$ cat config.mk
export PLATFORM = sky130hd
export DESIGN_NAME = ram_arbiter
export DESIGN_NICKNAME = d
export VERILOG_FILES = /design/src/rtl/ram_arb_pkg.sv /design/src/rtl/ram_arb_rr.sv /design/src/rtl/ram_arbiter.sv
export SDC_FILE = /design/constraint.sdc
export NUM_CORES = 1
export LEC_CHECK = 0
export CORE_AREA = 4 4 117 119
export CTS_CLUSTER_DIAMETER = 120
export DETAILED_ROUTE_END_ITERATION = 8
export DIE_AREA = 0 0 121 123
export PLACE_DENSITY_LB_ADDON = 0.12
export SLEW_MARGIN = 25
export SYNTH_ARGS = -nofsm -noshare
export SYNTH_HDL_FRONTEND = slang
export SYNTH_SLANG_ARGS = --single-unit
$ cat constraint.sdc
create_clock -name clk_i -period 2.4 [get_ports clk_i]
set_input_delay 0.36 -clock clk_i [delete_from_list [all_inputs] [get_ports clk_i]]
set_output_delay 0.36 -clock clk_i [all_outputs]
set_load 0.03 [all_outputs]
$ cat src/rtl/ram_arb_pkg.sv
`default_nettype none
// ============================================================================
// Module      : ram_arb_pkg
// Description : Shared types and constants for the two-master RAM arbiter.
//               FSM state encoding (one-hot), RAM access size codes and the
//               master count.
// Revision    : 1.0 - initial release
// ============================================================================
package ram_arb_pkg;

  localparam int NUM_MASTERS = 2;

  // One-hot arbiter states
  typedef enum logic [2:0] {
    S_IDLE = 3'b001,
    S_BUSY = 3'b010,
    S_DONE = 3'b100
  } arb_state_e;

  // Access size codes carried on the hb field
  localparam logic [1:0] HB_WORD = 2'b10;
  localparam logic [1:0] HB_HALF = 2'b01;
  localparam logic [1:0] HB_BYTE = 2'b00;

endpackage : ram_arb_pkg
`default_nettype wire

$ cat src/rtl/ram_arb_rr.sv
`default_nettype none
// ============================================================================
// Module      : ram_arb_rr
// Description : Combinational two-way round-robin picker.
//               Ports:
//                 req    [1:0] in  request vector, bit n = master n
//                 last         in  index of the master granted last
//                 winner       out index of the selected master
//                 valid        out at least one request is pending
// Revision    : 1.0 - initial release
// ============================================================================
module ram_arb_rr
  import ram_arb_pkg::*;
(
  input  logic [NUM_MASTERS-1:0] req,
  input  logic                   last,
  output logic                   winner,
  output logic                   valid
);

  // A lone requester always wins; on a tie the master that was not
  // served last goes first.
  assign valid  = |req;
  assign winner = (&req) ? ~last : req[1];

endmodule : ram_arb_rr
`default_nettype wire

$ cat src/rtl/ram_arbiter.sv
`default_nettype none
// ============================================================================
// Module      : ram_arbiter
// Description : Shares the single-port on-chip RAM between instruction fetch
//               (master 0) and the load/store unit (master 1) with
//               round-robin fairness and a no-grant watchdog.
//               Ports:
//                 clk_i, rst_ni            clock, synchronous active-low reset
//                 mX_req_i/addr_i/wdata_i/we_i/hb_i   master request bus
//                 mX_gnt_o / mX_err_o      completion / timeout pulse
//                 mX_rdata_o               RAM read data (broadcast)
//                 ram_ce_o/req_o/addr_o/wdata_o/we_o/hb_o  RAM request bus
//                 ram_gnt_i, ram_rdata_i   RAM grant / read data
// Revision    : 1.0 - initial release
// ============================================================================
module ram_arbiter
  import ram_arb_pkg::*;
#(
  parameter int unsigned TIMEOUT = 15
) (
  input  logic        clk_i,
  input  logic        rst_ni,
  // master 0 : instruction fetch
  input  logic        m0_req_i,
  input  logic [31:0] m0_addr_i,
  input  logic [31:0] m0_wdata_i,
  input  logic        m0_we_i,
  input  logic [1:0]  m0_hb_i,
  output logic        m0_gnt_o,
  output logic        m0_err_o,
  output logic [31:0] m0_rdata_o,
  // master 1 : load/store unit
  input  logic        m1_req_i,
  input  logic [31:0] m1_addr_i,
  input  logic [31:0] m1_wdata_i,
  input  logic        m1_we_i,
  input  logic [1:0]  m1_hb_i,
  output logic        m1_gnt_o,
  output logic        m1_err_o,
  output logic [31:0] m1_rdata_o,
  // RAM side
  output logic        ram_ce_o,
  output logic        ram_req_o,
  output logic [31:0] ram_addr_o,
  output logic [31:0] ram_wdata_o,
  output logic        ram_we_o,
  output logic [1:0]  ram_hb_o,
  input  logic        ram_gnt_i,
  input  logic [31:0] ram_rdata_i
);

  localparam int         CNT_W   = 8;
  localparam logic [CNT_W-1:0] C_CNT_LAST = CNT_W'(TIMEOUT - 1);

  arb_state_e       r_state;
  logic             r_owner;
  logic             r_last;
  logic [CNT_W-1:0] r_cnt;

  logic             w_winner;
  logic             w_valid;
  logic             w_busy;
  logic             w_timeout;
  logic             w_done;

  ram_arb_rr u_rr (
    .req    ({m1_req_i, m0_req_i}),
    .last   (r_last),
    .winner (w_winner),
    .valid  (w_valid)
  );

  assign w_busy    = (r_state == S_BUSY);
  assign w_timeout = (r_cnt == C_CNT_LAST);
  // A grant on the final count takes priority over the timeout.
  assign w_done    = ram_gnt_i | w_timeout;

  always_ff @(posedge clk_i) begin
    if (!rst_ni) begin
      r_state <= S_IDLE;
      r_owner <= 1'b0;
      r_last  <= 1'b1;   // master 0 wins the first tie
      r_cnt   <= '0;
    end else begin
      case (r_state)
        S_IDLE: begin
          if (w_valid) begin
            r_owner <= w_winner;
            r_cnt   <= '0;
            r_state <= S_BUSY;
          end
        end
        S_BUSY: begin
          r_cnt <= r_cnt + CNT_W'(1);
          if (w_done) begin
            r_last  <= r_owner;
            r_state <= S_DONE;
          end
        end
        // One dead cycle with the request bus low lets the RAM return
        // to its idle state before the next arbitration.
        S_DONE:  r_state <= S_IDLE;
        default: r_state <= S_IDLE;
      endcase
    end
  end

  // RAM request bus: driven from the owner's live inputs only while BUSY.
  always_comb begin
    ram_ce_o    = 1'b0;
    ram_req_o   = 1'b0;
    ram_addr_o  = '0;
    ram_wdata_o = '0;
    ram_we_o    = 1'b0;
    ram_hb_o    = '0;
    if (w_busy) begin
      ram_ce_o  = 1'b1;
      ram_req_o = 1'b1;
      if (r_owner) begin
        ram_addr_o  = m1_addr_i;
        ram_wdata_o = m1_wdata_i;
        ram_we_o    = m1_we_i;
        ram_hb_o    = m1_hb_i;
      end else begin
        ram_addr_o  = m0_addr_i;
        ram_wdata_o = m0_wdata_i;
        ram_we_o    = m0_we_i;
        ram_hb_o    = m0_hb_i;
      end
    end
  end

  // Completion is forwarded in the same cycle as the RAM grant.
  assign m0_gnt_o   = w_busy & ram_gnt_i & ~r_owner;
  assign m1_gnt_o   = w_busy & ram_gnt_i &  r_owner;
  assign m0_err_o   = w_busy & ~ram_gnt_i & w_timeout & ~r_owner;
  assign m1_err_o   = w_busy & ~ram_gnt_i & w_timeout &  r_owner;

  assign m0_rdata_o = ram_rdata_i;
  assign m1_rdata_o = ram_rdata_i;

endmodule : ram_arbiter
`default_nettype wire

==> flow_metrics.tcl <==
set metrics [dict create \
    critPathMaxFanout 6 \
    gp_congestion 0.749 \
    cts_tree "done" \
    die_w_um 121 \
    core_area_um2 12600 \
    tns_ns 0 \
    ys_async_sr_fraction_pct 0 \
    ys_ff_latch 13 \
    cts_hold_buf 0 \
    io_pins 308 \
    yosys-mux-area-fraction_pct 31.2 \
    syn2layout_area_growth_pct 87.3 \
    drc 0 \
    slew_viol_final 0 \
    die_h_um 123 \
    slew_headroom_pct 65.9 \
    final_layout_size_suffix_gt1_share_pct 18.9 \
    power_density_nw_per_um2 292 \
    crit_required_ns 2.04 \
    post-route-period-util_pct 95.7 \
    setup.worst_path.end_class "output pin" \
    synth_edf_count 0 \
    synth_xor_xnor_area_share_pct 0 \
    r2r-end "r_cnt[4]" \
    power.share.clock_pct 26.3 \
    grt_pass1_vias 2450 \
    htreeDepth 1 \
    hp-start "r_cnt[6]" \
    finalHoldViolations 0 \
    grt_pass1_wl_um 14400 \
    grt_max_degree 50 \
    routed_via_density 3.97 \
    initial_core_util_pct 17.6 \
    post-dp-hpwl_um 8840 \
    root_buffer "clkbuf_16" \
    min_to "r_cnt[6]" \
    critPathLaunchType "flop" \
    synth_compound_area_share_pct 6.78 \
    reg2regPathDepth 6 \
    routed_wl_um 10100 \
    rrSetupSlack_ns 0.39 \
    worst_slew_pin_slew_ns 0.510 \
    cts-buffers-inserted 3 \
    fmax_mhz 435 \
    fin_crit_ns 2.30 \
    routedWlPerCell_um 16.5 \
    synth_top_family_by_area "multiplexers" \
    rows 41 \
    clockBufferDepth 2 \
    status "completed" \
    power_uw 1210 \
    p_switching_uw 392 \
    layout.nets 618 \
    layout_common_cells "clkdlybuf4s50_1, nor2_1, mux2i_1, buf_4, buf_12" \
    r2r_start "r_state[1]" \
    synth-simple-area-share_pct 21.9 \
    yosysWarnings 0 \
    crit_family "buffers and inverters" \
    vias 2444 \
    io_buffer_count 211 \
    drtPass1Iterations 4 \
    comb_power_share_pct 53.5 \
    critPathSlowestCell "clkdlybuf4s50_1" \
    p_leak_uw 0.00164 \
    clock_latency_ns 0.24 \
    power_frac_seq_pct 20.2 \
    finClkSkew_ns 0.00116 \
    hold_class "reg -> reg" \
    swShare_pct 32.3 \
    finalSetupViolCount 0 \
    antenna_left 0 \
    antenna_found_initial 0 \
    post-route-util_pct 33.0 \
    ys_types 42 \
    cp_data_arrival_time_ns 1.94 \
    synthAdderAreaFrac_pct 1.13 \
    ys_seq_area_share_pct 11.8 \
    cpPeakStageDelay_ns 0.68 \
    n_antenna_cell 0 \
    rsz0062_at_grt "false" \
    hold_depth 2 \
    clk_pin_slew_ns 0.05 \
    die-area_um2 14900 \
    synth.avg_cell_area_um2 7.31 \
    worst-path-buf-inv 1 \
    synthCells 303 \
    path_cells "or3b_2 > nor2_1 > clkdlybuf4s50_1" \
    synthFlopType "dfxtp_1" \
    grtUsageTotal_pct 12.2 \
    synth_area_um2 2210 \
    initialDrtViolationCount 100 \
    grt-ovfl-total 0 \
    syn_nets 476 \
    max-vdd-ir-drop_v 0.000297 \
    final_common_cell "clkdlybuf4s50_1" \
    drv_cap 0 \
    intPower_uw 820 \
    clock_sinks 13 \
    worstSetupPathType "reg -> out" \
]
-- power by group through the flow --
stage	combinational (uW)	clock, uW	sequential [uW]
floorplan	508	0	232
global placement	659	0	248
detailed placement	660	0	248
CTS	657	326	244
global route	692	340	246
finish	648	319	244
-- cell usage after synthesis (4+ instances only) --
library cell  instances  area (um^2)
nor2_1               71          267
mux2i_1              69          691
buf_4                65          488
clkbuf_1             13         48.8
dfxtp_1              13          260
nand2_1              10         37.5
nor3_1                6         30.0
a21oi_1               5         25.0
buf_2                 5         25.0
inv_1                 4         15.0
nand2b_1              4         25.0
-- worst register-to-register path, stage by stage (launching register included) --
cell      delay [ns]
dfxtp_1         0.34
or3b_2          0.54
buf_6           0.26
inv_2           0.16
buf_4           0.19
a41oi_2         0.13
a311oi_2        0.29
-- what timing repair did --
item                                    in CTS  in global routing
endpoints found under the setup margin      12                  4
buffers inserted                             0                  0
resized for setup                           12                  2
hold endpoints to repair                     0                  0
gates cloned                                 0                  0
pin swaps                                    0                  0
-- per-layer routing --
layer / track usage (%) / part of all wire, % / wire length [um] / vias up
met2: 22.9 / 56 / 5640 / 122
met1: 13.7 / 36 / 3660 / 1071
li1: - / - / - / 1245
met5: 0 / 0 / 0 / -
met4: 1.56 / 0.90 / 91 / 0
met3: 4.16 / 7.4 / 746 / 6
-- sequential cells by signal, indices dropped and copies added, names as in the netlist --
register  flops
r_cnt         8
r_last        1
r_owner       1
r_state       3
-- worst max path at each step --
stage               startpoint        endpoint  slack, ns  cells past startpoint
floorplan           r_state[2]        m0_err_o       0.08                      4
global placement    r_state[1]  ram_addr_o[18]       0.14                      4
detailed placement  r_state[1]  ram_addr_o[20]       0.11                      4
CTS                 r_state[1]        ram_ce_o       0.02                      5
global route        r_state[1]  ram_addr_o[20]      0.005                      4
finish              r_state[1]  ram_addr_o[26]       0.10                      3
-- cell families (layout without fill, tap and decap cells) --
logic type	count (synthesis)	after routing
compound gates	19	19
fa+ha+maj	2	2
buf+inv	92	233
flops	13	13
mux	69	69
simple gates	108	108
-- final cells by class --
cell class                 instances  area [um^2]
sequential                        13          264
clock buffer                       3         75.1
timing repair buffer             223         2210
fill                            1354         8420
clock inverter                     1         5.00
tap                              172          215
multi-input combinational        198         1360
inverter                           6         22.5
-- stage by stage --
step / instances / hold WS [ns] / setup slack (ns) / cell area (um^2)
floorplan: 303 / 0.456 / 0.0839 / 2220
global placement: 612 / 0.487 / 0.144 / 4080
detailed placement: 612 / 0.483 / 0.112 / 4080
CTS: 616 / 0.491 / 0.0172 / 4140
global route: 616 / 0.514 / 0.00504 / 4150
finish: 616 / 0.495 / 0.104 / 4150
No activity file was read; power rests on OpenSTA's default activity.
